### config.mk
export PLATFORM = sky130hd
export DESIGN_NAME = led_matrix_shifter_flat
export DESIGN_NICKNAME = d
export VERILOG_FILES = /design/src/rtl/led_matrix_shifter_if.sv /design/src/rtl/led_matrix_shifter.sv /design/src/flat_wrapper.sv
export SDC_FILE = /design/constraint.sdc
export NUM_CORES = 1
export LEC_CHECK = 0
export ABC_CLOCK_PERIOD_IN_PS = 3150
export CAP_MARGIN = 10
export CORE_ASPECT_RATIO = 1.25
export CORE_UTILIZATION = 50
export DETAILED_ROUTE_END_ITERATION = 12
export PLACE_DENSITY = 0.84
export SLEW_MARGIN = 20
export SYNTH_ARGS = -nofsm -noshare
export SYNTH_HDL_FRONTEND = slang
export SYNTH_SLANG_ARGS = --single-unit
### constraint.sdc
create_clock -name clk -period 3.15 [get_ports clk]
set_input_delay 0.63 -clock clk [delete_from_list [all_inputs] [get_ports clk]]
set_output_delay 0.63 -clock clk [all_outputs]
set_load 0.05 [all_outputs]
### src/rtl/led_matrix_shifter_if.sv
// Bundle of the shifter's control inputs and 74HC595 chain outputs.
// master: matrix controller side (drives row/column data, watches status).
// slave : led_matrix_shifter.
// The interface parameters must match the ones given to led_matrix_shifter.
interface led_matrix_shifter_if #(
    parameter int P_ROW_NUM     = 8,
    parameter int P_COLUMN_NUM  = 8,
    parameter int P_CONTROL_NUM = 3
);
    logic                     i_enable;
    logic                     i_force;
    logic [P_ROW_NUM-1:0]     i_row_anode;
    logic [P_CONTROL_NUM-1:0] i_column_cell [0:P_COLUMN_NUM-1];

    logic                     o_ser;
    logic                     o_sclk;
    logic                     o_rclk;
    logic                     o_oe_n;
    logic                     o_busy;
    logic                     o_frame_done;

    modport master (
        output i_enable, i_force, i_row_anode, i_column_cell,
        input  o_ser, o_sclk, o_rclk, o_oe_n, o_busy, o_frame_done
    );

    modport slave (
        input  i_enable, i_force, i_row_anode, i_column_cell,
        output o_ser, o_sclk, o_rclk, o_oe_n, o_busy, o_frame_done
    );
endinterface

### src/rtl/led_matrix_shifter.sv
// LED matrix shifter: serialises {row pattern, column colours} MSB-first into
// a 74HC595 chain, then pulses the storage latch. A frame starts from IDLE when
// enabled and a request is pending: forced, periodic refresh, or the assembled
// word differing from the word last shifted out.
//
// Build option: define LED_SHIFT_COL_INVERT_EN to invert every column bit in
// the frame word (common-anode column sinking). Row bits are never inverted.
// The change detector always compares post-inversion words.
//
// Outputs are registered; each output flop is loaded from the value the
// outputs must take in the next state, so the pins line up with the state.
//
// state    | meaning
// ---------+-------------------------------------------------------------
// IDLE     | waiting for i_enable and a pending request
// LOAD     | 1 cycle: capture word into snapshot, clear pending, bit:=W-1
// SHIFT_LO | sclk low, ser = snapshot[bit], P_SCLK_DIV cycles
// SHIFT_HI | sclk high, P_SCLK_DIV cycles; bit 0 -> LATCH, else bit-1
// LATCH    | rclk high, P_SCLK_DIV cycles, then IDLE (+ frame_done pulse)
module led_matrix_shifter #(
    parameter int P_ROW_NUM        = 8,
    parameter int P_COLUMN_NUM     = 8,
    parameter int P_CONTROL_NUM    = 3,
    parameter int P_SCLK_DIV       = 4,
    parameter int P_REFRESH_CYCLES = 50_000
) (
    input  logic                 clk,
    input  logic                 rst_n,
    led_matrix_shifter_if.slave  bus
);
    localparam int W_COL = P_COLUMN_NUM * P_CONTROL_NUM;
    localparam int W     = P_ROW_NUM + W_COL;
    localparam int W_BIT = (W > 1) ? $clog2(W) : 1;
    localparam int W_DIV = (P_SCLK_DIV > 1) ? $clog2(P_SCLK_DIV) : 1;
    localparam int W_REF = (P_REFRESH_CYCLES > 1) ? $clog2(P_REFRESH_CYCLES) : 1;

    localparam logic [W_BIT-1:0] BIT_MSB  = W_BIT'(W - 1);
    localparam logic [W_DIV-1:0] DIV_LAST = W_DIV'(P_SCLK_DIV - 1);
    localparam logic [W_REF-1:0] REF_LAST = W_REF'(P_REFRESH_CYCLES - 1);

    typedef enum logic [2:0] {
        ST_IDLE     = 3'd0,
        ST_LOAD     = 3'd1,
        ST_SHIFT_LO = 3'd2,
        ST_SHIFT_HI = 3'd3,
        ST_LATCH    = 3'd4
    } state_t;

    state_t           state_q, state_nxt;
    logic [W_DIV-1:0] div_q, div_nxt;
    logic [W_BIT-1:0] bit_q, bit_nxt;
    logic [W-1:0]     snap_q, snap_nxt;
    logic [W_REF-1:0] ref_q;
    logic             pend_q;

    logic             ser_q, sclk_q, rclk_q, oe_n_q, busy_q, done_q;
    logic             ser_nxt, sclk_nxt, rclk_nxt, oe_n_nxt, busy_nxt, done_nxt;

    logic [W_COL-1:0] col_bits;
    logic [W-1:0]     word_now;
    logic             ref_wrap;
    logic             pend_clr;
    logic             frame_end;
    logic             shifting_nxt;

    // Flatten the column array; column 0 sits directly below the row bits.
    always_comb begin
        col_bits = '0;
        for (int c = 0; c < P_COLUMN_NUM; c++) begin
            col_bits[(P_COLUMN_NUM-1-c)*P_CONTROL_NUM +: P_CONTROL_NUM] = bus.i_column_cell[c];
        end
    end

`ifdef LED_SHIFT_COL_INVERT_EN
    assign word_now = {bus.i_row_anode, ~col_bits};
`else
    assign word_now = {bus.i_row_anode, col_bits};
`endif

    assign ref_wrap = (ref_q == REF_LAST);

    // Free-running refresh counter, 0..P_REFRESH_CYCLES-1, independent of the FSM.
    always_ff @(posedge clk) begin
        if (!rst_n) begin
            ref_q <= '0;
        end else if (ref_wrap) begin
            ref_q <= '0;
        end else begin
            ref_q <= ref_q + 1'b1;
        end
    end

    // Single pending flag; a new request in the LOAD cycle wins over the clear
    // so it is never lost. Starts set so the first frame goes out after reset.
    always_ff @(posedge clk) begin
        if (!rst_n) begin
            pend_q <= 1'b1;
        end else if (bus.i_force || ref_wrap) begin
            pend_q <= 1'b1;
        end else if (pend_clr) begin
            pend_q <= 1'b0;
        end
    end

    // Next-state logic, datapath updates and next-cycle output values.
    always_comb begin
        state_nxt    = state_q;
        div_nxt      = div_q;
        bit_nxt      = bit_q;
        snap_nxt     = snap_q;
        pend_clr     = 1'b0;
        frame_end    = 1'b0;
        shifting_nxt = 1'b0;
        ser_nxt      = 1'b0;
        sclk_nxt     = 1'b0;
        rclk_nxt     = 1'b0;
        busy_nxt     = 1'b0;
        done_nxt     = 1'b0;
        oe_n_nxt     = oe_n_q;

        case (state_q)
            ST_IDLE: begin
                if (bus.i_enable && (pend_q || (word_now != snap_q))) begin
                    state_nxt = ST_LOAD;
                end
            end
            ST_LOAD: begin
                snap_nxt  = word_now;
                bit_nxt   = BIT_MSB;
                div_nxt   = DIV_LAST;
                pend_clr  = 1'b1;
                state_nxt = ST_SHIFT_LO;
            end
            ST_SHIFT_LO: begin
                if (div_q == '0) begin
                    div_nxt   = DIV_LAST;
                    state_nxt = ST_SHIFT_HI;
                end else begin
                    div_nxt = div_q - 1'b1;
                end
            end
            ST_SHIFT_HI: begin
                if (div_q == '0) begin
                    div_nxt = DIV_LAST;
                    if (bit_q == '0) begin
                        state_nxt = ST_LATCH;
                    end else begin
                        bit_nxt   = bit_q - 1'b1;
                        state_nxt = ST_SHIFT_LO;
                    end
                end else begin
                    div_nxt = div_q - 1'b1;
                end
            end
            ST_LATCH: begin
                if (div_q == '0) begin
                    div_nxt   = DIV_LAST;
                    frame_end = 1'b1;
                    state_nxt = ST_IDLE;
                end else begin
                    div_nxt = div_q - 1'b1;
                end
            end
            default: begin
                state_nxt = ST_IDLE;
            end
        endcase

        shifting_nxt = (state_nxt == ST_SHIFT_LO) || (state_nxt == ST_SHIFT_HI);
        ser_nxt      = shifting_nxt && snap_nxt[bit_nxt];
        sclk_nxt     = (state_nxt == ST_SHIFT_HI);
        rclk_nxt     = (state_nxt == ST_LATCH);
        busy_nxt     = (state_nxt != ST_IDLE);
        done_nxt     = frame_end;
        // Outputs are enabled once the first valid word has been latched.
        oe_n_nxt     = oe_n_q && !frame_end;
    end

    // State, datapath and output registers; reset aborts any frame at once.
    always_ff @(posedge clk) begin
        if (!rst_n) begin
            state_q <= ST_IDLE;
            div_q   <= '0;
            bit_q   <= '0;
            snap_q  <= '0;
            ser_q   <= 1'b0;
            sclk_q  <= 1'b0;
            rclk_q  <= 1'b0;
            busy_q  <= 1'b0;
            done_q  <= 1'b0;
            oe_n_q  <= 1'b1;
        end else begin
            state_q <= state_nxt;
            div_q   <= div_nxt;
            bit_q   <= bit_nxt;
            snap_q  <= snap_nxt;
            ser_q   <= ser_nxt;
            sclk_q  <= sclk_nxt;
            rclk_q  <= rclk_nxt;
            busy_q  <= busy_nxt;
            done_q  <= done_nxt;
            oe_n_q  <= oe_n_nxt;
        end
    end

    assign bus.o_ser        = ser_q;
    assign bus.o_sclk       = sclk_q;
    assign bus.o_rclk       = rclk_q;
    assign bus.o_oe_n       = oe_n_q;
    assign bus.o_busy       = busy_q;
    assign bus.o_frame_done = done_q;
endmodule

### src/flat_wrapper.sv
// flat-port wrapper written by rule: the top's interface ports become plain ports
module led_matrix_shifter_flat 
#(
    parameter int P_ROW_NUM        = 8,
    parameter int P_COLUMN_NUM     = 8,
    parameter int P_CONTROL_NUM    = 3,
    parameter int P_SCLK_DIV       = 4,
    parameter int P_REFRESH_CYCLES = 50_000
)
  (clk, rst_n, bus_i_enable, bus_i_force, bus_i_row_anode, bus_i_column_cell, bus_o_ser, bus_o_sclk, bus_o_rclk, bus_o_oe_n, bus_o_busy, bus_o_frame_done);
  led_matrix_shifter_if #(.P_ROW_NUM(P_ROW_NUM), .P_COLUMN_NUM(P_COLUMN_NUM), .P_CONTROL_NUM(P_CONTROL_NUM)) bus_i ();
  input  logic clk;
  input  logic rst_n;
  input wire logic [$bits(bus_i.i_enable)-1:0] bus_i_enable;
  input wire logic [$bits(bus_i.i_force)-1:0] bus_i_force;
  input wire logic [$bits(bus_i.i_row_anode)-1:0] bus_i_row_anode;
  input wire logic [$bits(bus_i.i_column_cell)-1:0] bus_i_column_cell;
  output wire logic [$bits(bus_i.o_ser)-1:0] bus_o_ser;
  output wire logic [$bits(bus_i.o_sclk)-1:0] bus_o_sclk;
  output wire logic [$bits(bus_i.o_rclk)-1:0] bus_o_rclk;
  output wire logic [$bits(bus_i.o_oe_n)-1:0] bus_o_oe_n;
  output wire logic [$bits(bus_i.o_busy)-1:0] bus_o_busy;
  output wire logic [$bits(bus_i.o_frame_done)-1:0] bus_o_frame_done;
  assign bus_i.i_enable = bus_i_enable;
  assign bus_i.i_force = bus_i_force;
  assign bus_i.i_row_anode = bus_i_row_anode;
  assign bus_i.i_column_cell = {>>{bus_i_column_cell}};
  assign bus_o_ser = bus_i.o_ser;
  assign bus_o_sclk = bus_i.o_sclk;
  assign bus_o_rclk = bus_i.o_rclk;
  assign bus_o_oe_n = bus_i.o_oe_n;
  assign bus_o_busy = bus_i.o_busy;
  assign bus_o_frame_done = bus_i.o_frame_done;
  led_matrix_shifter #(.P_ROW_NUM(P_ROW_NUM), .P_COLUMN_NUM(P_COLUMN_NUM), .P_CONTROL_NUM(P_CONTROL_NUM), .P_SCLK_DIV(P_SCLK_DIV), .P_REFRESH_CYCLES(P_REFRESH_CYCLES)) u_core (.clk(clk), .rst_n(rst_n), .bus(bus_i));
endmodule
# After elaboration in Yosys (flattened, before gate mapping)
# Cells that the tools add are included.
[totals]
register_bits = 65
latchBits = 0
ramBits = 0
romBits = 0
mem_count = 0
[classes]
n_addsub = 3
mul = 0
div = 0
n_lt_le_gt_ge = 1
n_eq_ne = 9
shifts = 0
n_mux = 17
n_bitwise = 1
reduce_logical = 15
[ops]
columns = ["cell", "count"]
rows = [
  ["32-bit two-way mux", 1],
  ["32-bit inequality test", 1],
  ["16-bit by 1-bit adder with 16-bit output (second input constant)", 1],
  ["16-bit == test (second input constant)", 1],
  ["3-bit two-way mux", 5],
  ["3-bit one-hot mux with 5 select lines", 1],
  ["3-bit by 2-bit == test with 1-bit output (second input constant)", 4],
  ["5-bit two-way mux", 2],
  ["5-bit one-hot mux with 2 select lines", 1],
  ["3-bit == test (second input constant)", 2],
  ["5-bit by 6-bit < comparator with 1-bit output (second input constant)", 1],
  ["1-bit binary-select mux with 5-bit select", 1],
  ["5-bit zero test", 1],
  ["5-bit by 1-bit subtractor with 5-bit output (second input constant)", 1],
  ["1-bit two-way mux", 4],
  ["2-bit one-hot mux with 2 select lines", 1],
  ["2-bit OR reduction", 2],
  ["3-bit by 1-bit == test with 1-bit output (second input constant)", 1],
  ["1-bit logical AND", 3],
  ["3-bit zero test", 1],
  ["1-bit logical OR", 3],
  ["3-bit nonzero test", 1],
  ["3-bit OR reduction", 1],
  ["2-bit zero test", 1],
  ["5 further kinds", 5],
]

# Depth between registers and ports, before layout
# Gate-level depths: netlist of run 1.
[logic_depth]
depth_word = 8
ltp_mapped = 11
ltp_nobuf = 9

# Worst setup path after synthesis of run 1
# OpenSTA, ideal clock, no wires.
[synth_timing]
path_type = "reg-to-reg"
start = "register u_core.bit_q[0]"
end = "register u_core.ser_q (netlist: u_core.bus.o_ser)"
setup_time_ps = 88
t_arrival_ps = 2541
path_slack_ps = 521
stages_incl_launch_ff = 12
path_buffers = 2
cell_sequence = "dfxtp_1 clkbuf_1 inv_1 ha_1 nor4b_4 or4_1 and3_1 buf_2 a2111o_1 o21ai_1 a211oi_1 o32ai_2"
[synth_between]
elab_chain_cells = 7
elab_cells_between_ends = 14
classes_between = "add/sub: 1; eq/ne: 2; mux: 8; reduce/logical: 3"
[synth_rtl]
columns = ["element", "line", "rtl"]
rows = [
  ["start, declared", "led_matrix_shifter.sv:51", "logic [W_BIT-1:0] bit_q, bit_nxt;"],
  ["start signal, assigned", "led_matrix_shifter.sv:195", "bit_q <= bit_nxt;"],
  ["5-bit by 1-bit subtractor with 5-bit output / 5-bit zero test (equally long branches)", "led_matrix_shifter.sv:148, led_matrix_shifter.sv:145", ""],
  ["5-bit two-way mux / 3-bit two-way mux (equally long branches)", "led_matrix_shifter.sv:145", "if (bit_q == '0) begin"],
  ["5-bit two-way mux / 3-bit two-way mux (equally long branches)", "led_matrix_shifter.sv:143", "if (div_q == '0) begin"],
  ["5-bit one-hot mux with 2 select lines / 3-bit one-hot mux with 5 select lines (equally long branches)", "led_matrix_shifter.sv:121", "case (state_q)"],
  ["1-bit binary-select mux with 5-bit select / 3-bit by 2-bit == test with 1-bit output (equally long branches)", "led_matrix_shifter.sv:170, led_matrix_shifter.sv:169", ""],
  ["1-bit two-way mux (not written as such) / 1-bit logical OR (equally long branches)", "led_matrix_shifter.sv:170, led_matrix_shifter.sv:169", ""],
  ["1-bit logical AND (*)", "led_matrix_shifter.sv:170", "ser_nxt = shifting_nxt && snap_nxt[bit_nxt];"],
  ["end signal, assigned", "led_matrix_shifter.sv:197", "ser_q <= ser_nxt;"],
  ["end, declared", "led_matrix_shifter.sv:56", "logic ser_q, sclk_q, rclk_q, oe_n_q, busy_q, done_q;"],
]
# Every way passes the cells marked *; elsewhere a longest branch is shown, timed or not. The select of a mux whose other input is x is not followed.
# A chain may end at the register's enable or synchronous reset.

# Final worst setup path of run 1
# Ends and elaborated chain as after synthesis.

==> out/results.txt, run 1 <==
# H-tree levels - 3
total track usage - 0.247
hold_buf cts - 0
Mapped Nets - 467
Die ar. - 0.00712 sq mm
remaining routing DRC violations - 0
global-route wire length before repair - 13300 um
CTS tree - built
Mapped Cells - 427
Worst EP required - 3420 ps
clock latency on the worst-skew pair - 350 ps
Min-Delay Path Class - flop to flop
GP Congestion - 0.935
Final WS setup - 253 ps
Final Max Tran Viols - 0
Seq/Total Area, Yosys - 0.384
Worst Path Arrival - 3170 ps
core area - 0.00657 sq mm
DR vias/cell - 5.56
CP Capture Type - flop
most frequent cells in the layout - nand2_1, dfxtp_1, nor2_1
CTS Buffer Depth - 2
EDFF count, synth - 0
vias in the first global route - 2961
period utilization - 0.920
drt wl/cell - 14.4 um
DP Worst Slack - 314 ps
setup bufs post-CTS - 0
Final nets - 502
mapped cell area - 0.00339 sq mm
worst hold endpoint - u_core.bus.o_oe_n
Max Fclk - 345 MHz
R2R Path End - u_core.bus.o_ser
Max-cap violations - 0
reg2reg start - u_core.bit_q[0]
Slew HR - 0.636
cts repair resizes - 0
largest net degree at the start of global routing - 43
reg2reg path depth - 9
drt first pass iters - 4
Die X - 75.7 um
Leakage - 0.00137 uW
R2R setup slack - 250 ps
layout cells sized above 1 - 0.0578
commonest non-fill, non-tap cell in the layout - nand2_1
status - complete, no violations
Inst Count DP - 538
hold path depth - 2
total gr overflow - 0
worst-margin pin slew - 545 ps
Tot Pwr - 2160 uW
ANT nets after route - 0
slowest stage cell on the critical path - dfxtp_1
Levels on crit path - 9
Main synth FF type - dfxtp_1
CTS root buf - clkbuf_8
Util after Layout - 0.614
hpwl dp - 5810 um
setup violators final - 0
CTS Sinks - 65
min-delay src - u_core.bus.o_oe_n
setup_tns - 0 ps
CTS buffer count - 9
Port Buffers - 41
DRT iter0 DRCs - 230
DR vias - 3081
Synth Warn # - 0
fin crit period - 2900 ps
I/O pin total - 42
initial antenna violation count - 0
VDD IR max - 0.304 mV
Area growth syn-to-layout - 18.8%
Synth async-reset ratio - 0
RSZ-0062 raised after global routing - no
family with the most delay on the worst path - simple AND/OR/NAND/NOR gates
Mapped Avg Cell Area - 7.94 sq um
initial core utilization - 0.517
post-synth cell types - 57
crit-path max FO - 13
final cell count without fillers - 554
row count - 33
Final Hold Fails - 0
Pwr per Cell Area - 535 mW/mm^2
path type of the worst setup path - flop to flop
Die Span Y - 94.1 um
CP max stage delay - 540 ps
Yosys reg bits - 65
CP Launch Type - flop
Total Wirelength - 7990 um
Worst-path clk slew - 70 ps
clk_skew - 3.51 ps
critical-path cell list - inv_1, ha_1, nor4b_4, or3_1, nand2_1, mux2i_1, a221oi_1, o211ai_1, o32ai_2
Bufs and invs on worst path - 1
Diodes inserted - 0
## how the worst max path moves through the flow
stage | startpoint | end | slack, ps
floorplan | u_core.bit_q[0] | u_core.bus.o_ser | 520
global placement | u_core.bit_q[0] | u_core.bus.o_ser | 390
detailed placement | u_core.bit_q[0] | u_core.bus.o_ser | 310
CTS | u_core.bit_q[0] | u_core.bus.o_ser | 300
global route | u_core.bit_q[0] | u_core.bus.o_ser | 70
finish | u_core.bit_q[0] | u_core.bus.o_ser | 250
## layer usage
layer,GRT usage,routed length [um],share of wire,vias to the layer above
met5,0,0,0,-
met4,0.108,172,0.022,0
met3,0.0644,438,0.055,15
met2,0.393,4020,0.50,91
met1,0.308,3360,0.42,1435
li1,-,-,-,1540
## worst reg2reg max path, cell delays in order, from the launching register on
cell and delay (ps):
dfxtp_1 540, inv_1 170, ha_1 250, nor4b_4 160
or3_1 400, nand2_1 420, mux2i_1 150, a221oi_1 420
o211ai_1 160, o32ai_2 130
## Yosys cell counts (2+ instances only)
master	number	area, sq um
a211oi_1	4	30.0
a21boi_0	2	15.0
a21oi_1	40	200
a221oi_1	5	43.8
a32oi_1	2	17.5
and2_1	2	12.5
buf_1	2	7.51
buf_2	3	15.0
clkbuf_1	15	56.3
dfxtp_1	65	1300
ha_1	4	50.1
inv_1	10	37.5
mux2i_1	9	90.1
nand2_1	84	315
nand2b_1	4	25.0
nand3_1	10	50.1
nand4_1	10	62.6
nor2_1	47	176
nor2b_1	2	12.5
nor3_1	6	30.0
nor4_1	2	12.5
o21a_1	3	22.5
o21ai_0	8	40.0
o21ai_1	2	10.0
o22ai_1	3	18.8
o311ai_0	2	17.5
o31ai_1	4	30.0
or2_2	2	12.5
or3_1	3	18.8
xnor2_1	34	298
xor2_1	12	105
## registers in the layout, indices dropped and copies added, names as in the netlist
register                 cells
u_core.pend_q                1
u_core.bus.o_ser             1
u_core.div_q                 2
u_core.bit_q                 5
u_core.ref_q                16
u_core.bus.o_sclk            1
u_core.snap_q               32
u_core.bus.o_frame_done      1
u_core.state_q               3
u_core.bus.o_busy            1
u_core.bus.o_oe_n            1
u_core.bus.o_rclk            1
## layout make-up
class                      count  area (sq um)
fill                         566          2530
multi-input combinational    329          1960
sequential                    65          1300
timing repair buffer          46           448
clock buffer                  14           163
tap                           87           109
inverter                      11          41.3
clock inverter                 2          12.5
## metrics by stage
stage	hold WS, ps	area, sq um
after floorplan	426	3390
after global placement	438	3860
after detailed placement	444	3860
after CTS	456	4030
after global routing	491	4030
final	455	4030
## cell families (layout without fill, tap and decap cells)
| kind of cell | count (synthesis) | after routing | share of synthesized area |
|---|---|---|---|
| multiplexers | 10 | 10 | 0.0310 |
| flip-flops | 65 | 65 | 0.384 |
| AND/OR/NAND/NOR | 182 | 182 | 0.245 |
| XOR/XNOR | 46 | 46 | 0.119 |
| AO/OA/AOI/OAI | 87 | 87 | 0.166 |
| adder cells (fa/ha/maj) | 4 | 4 | 0.0148 |
| buffers and inverters | 33 | 73 | 0.0409 |
## report_power, final
group | switching, uW | leakage [uW] | internal (uW) | total, uW
sequential | 67.0 | 0.000530 | 883 | 950
combinational | 317 | 0.000755 | 243 | 560
clock | 318 | 0.0000867 | 328 | 646
total | 702 | 0.00137 | 1450 | 2160
Power figures use the tool's default switching activity.
==> run 2: changes to the inputs <==
SETUP_SLACK_MARGIN = 0.15   (was default)
==> run 2 against run 1 <==
  * Clock skew rose by 2.4 ps
  * Critical endpoint unchanged
  * Via count grew 1.3%
  * Register-to-register slack gained 130 ps
  * Cell count rose by 0.18%
==> out/results.txt, run 2 (synthesis gave the netlist of run 1 again) <==
Final nets - 503 (was 502)
Cell Area, Placed - 0.00386 sq mm (unchanged)
final cell count without fillers - 555 (was 554)
clock latency on the worst-skew pair - 350 ps (about the same)
worst hold endpoint - u_core.bus.o_oe_n (unchanged)
RSZ-0062 raised after global routing - no (unchanged)
largest net degree at the start of global routing - 43 (unchanged)
Inst Count DP - 538 (unchanged)
I/O pin total - 42 (unchanged)
VDD IR max - 0.306 mV (was 0.304 mV)
min-delay src - u_core.bus.o_oe_n (unchanged)
R2R setup slack - 390 ps (was 250 ps)
CTS buffer count - 9 (unchanged)
drt wl/cell - 14.5 um (was 14.4 um)
CTS root buf - clkbuf_8 (unchanged)
status - complete, no violations (unchanged)
Min-Delay Path Class - flop to flop (unchanged)
Die ar. - 0.00712 sq mm (unchanged)
CP Launch Type - flop (unchanged)
setup_tns - 0 ps (unchanged)
Pwr per Cell Area - 535 mW/mm^2 (about the same)
Final WS setup - 386 ps (was 253 ps)
Largest Register - u_core.snap_q (unchanged)
fin crit period - 2760 ps (was 2900 ps)
total track usage - 0.247 (unchanged)
reg2reg start - u_core.bit_q[0] (unchanged)
initial antenna violation count - 0 (unchanged)
Diodes inserted - 0 (unchanged)
top flop regs - u_core.snap_q (32), u_core.ref_q (16), u_core.bit_q (5) (unchanged)
# H-tree levels - 3 (unchanged)
Die X - 75.7 um (unchanged)
DRT iter0 DRCs - 228 (was 230)
DP Worst Slack - 314 ps (unchanged)
Leakage - 0.00138 uW (was 0.00137 uW)
Die Span Y - 94.1 um (unchanged)
Worst Path Arrival - 3030 ps (was 3170 ps)
crit-path max FO - 13 (unchanged)
R2R Path End - u_core.bus.o_ser (unchanged)
initial core utilization - 0.517 (unchanged)
Worst-path clk slew - 70 ps (about the same)
Max-cap violations - 0 (unchanged)
Total Wirelength - 8050 um (was 7990 um)
layout cells sized above 1 - 0.0620 (was 0.0578)
hold_buf cts - 0 (unchanged)
vias in the first global route - 2961 (unchanged)
Area growth syn-to-layout - 19.1% (was 18.8%)
most frequent cells in the layout - nand2_1, dfxtp_1, nor2_1 (unchanged)
Final Hold Fails - 0 (unchanged)
Slew HR - 0.632 (was 0.636)
clk_skew - 5.92 ps (was 3.51 ps)
Final Max Tran Viols - 0 (unchanged)
CTS Sinks - 65 (unchanged)
ANT nets after route - 0 (unchanged)
CTS tree - built (unchanged)
worst-margin pin slew - 550 ps (was 545 ps)
hold path depth - 2 (unchanged)
hpwl dp - 5810 um (unchanged)
max reg flops - 32 (unchanged)
core area - 0.00657 sq mm (unchanged)
DR vias/cell - 5.63 (was 5.56)
total gr overflow - 0 (unchanged)
reg2reg path depth - 9 (unchanged)
commonest non-fill, non-tap cell in the layout - nand2_1 (unchanged)
CP Capture Type - flop (unchanged)
path type of the worst setup path - flop to flop (unchanged)
Worst EP required - 3420 ps (about the same)
CTS Buffer Depth - 2 (unchanged)
drt first pass iters - 5 (was 4)
remaining routing DRC violations - 0 (unchanged)
row count - 33 (unchanged)
period utilization - 0.877 (was 0.920)
Max Fclk - 362 MHz (was 345 MHz)
setup violators final - 0 (unchanged)
GP Congestion - 0.935 (unchanged)
DR vias - 3122 (was 3081)
design area - 0.00404 sq mm (was 0.00403 sq mm)
Port Buffers - 41 (unchanged)
global-route wire length before repair - 13300 um (unchanged)
run 2: worst max-delay path, stage by stage (launching register included):
cell and delay [ps]:
dfxtp_1 420, inv_1 190, ha_1 200, nor4b_4 360, or2_1 320, mux2_4 390, a2111o_1 380, o21ai_1 80
a211oi_1 70, o32ai_2 260
run 2: area by class of cell:
class                           count  area, sq um
Inverter                           11         41.3
Tap cell                           87          109
Multi-Input combinational cell    329         1960
Fill cell                         566         2520
Sequential cell                    65         1300
Clock inverter                      2         12.5
Timing Repair Buffer               47          455
Clock buffer                       14          163
run 2: through the flow:
step | hold slack (ps) | utilization | power, uW
global route | 491 | 0.616 | 2280
global placement | 438 | 0.587 | 1510
finish | 455 | 0.616 | 2160
detailed placement | 444 | 0.587 | 1520
floorplan | 426 | - | 1350
CTS | 456 | 0.614 | 2160
run 2: worst max path at each step:
stage / from / endpoint / slack (ps) / cells after the start
6_report: u_core.bit_q[0] / u_core.bus.o_ser / 390 / 9
5_1_grt: u_core.bit_q[0] / u_core.bus.o_ser / 160 / 9
4_1_cts: u_core.bit_q[0] / u_core.bus.o_ser / 300 / 9
3_5_place_dp: u_core.bit_q[0] / u_core.bus.o_ser / 310 / 9
3_3_place_gp: u_core.bit_q[0] / u_core.bus.o_ser / 390 / 9
2_1_floorplan: u_core.bit_q[0] / u_core.bus.o_ser / 520 / 11
run 2: what timing repair did:
action / 4_1_cts / 5_1_grt
resized for setup: 0 / 1
endpoints found under the setup margin: 0 / 1
buffers inserted: 0 / 1
hold endpoints to repair: 0 / 0
run 2: routing by layer:
layer,track usage,vias to the layer above,wire (um)
met5,0,-,0
met4,0.108,0,210
met3,0.0644,21,375
met2,0.393,94,4070
met1,0.308,1463,3390
li1,-,1544,-
run 2: where the power goes:
part,switching (uW),internal (uW)
clock,316,328
sequential,67.4,883
combinational,320,249
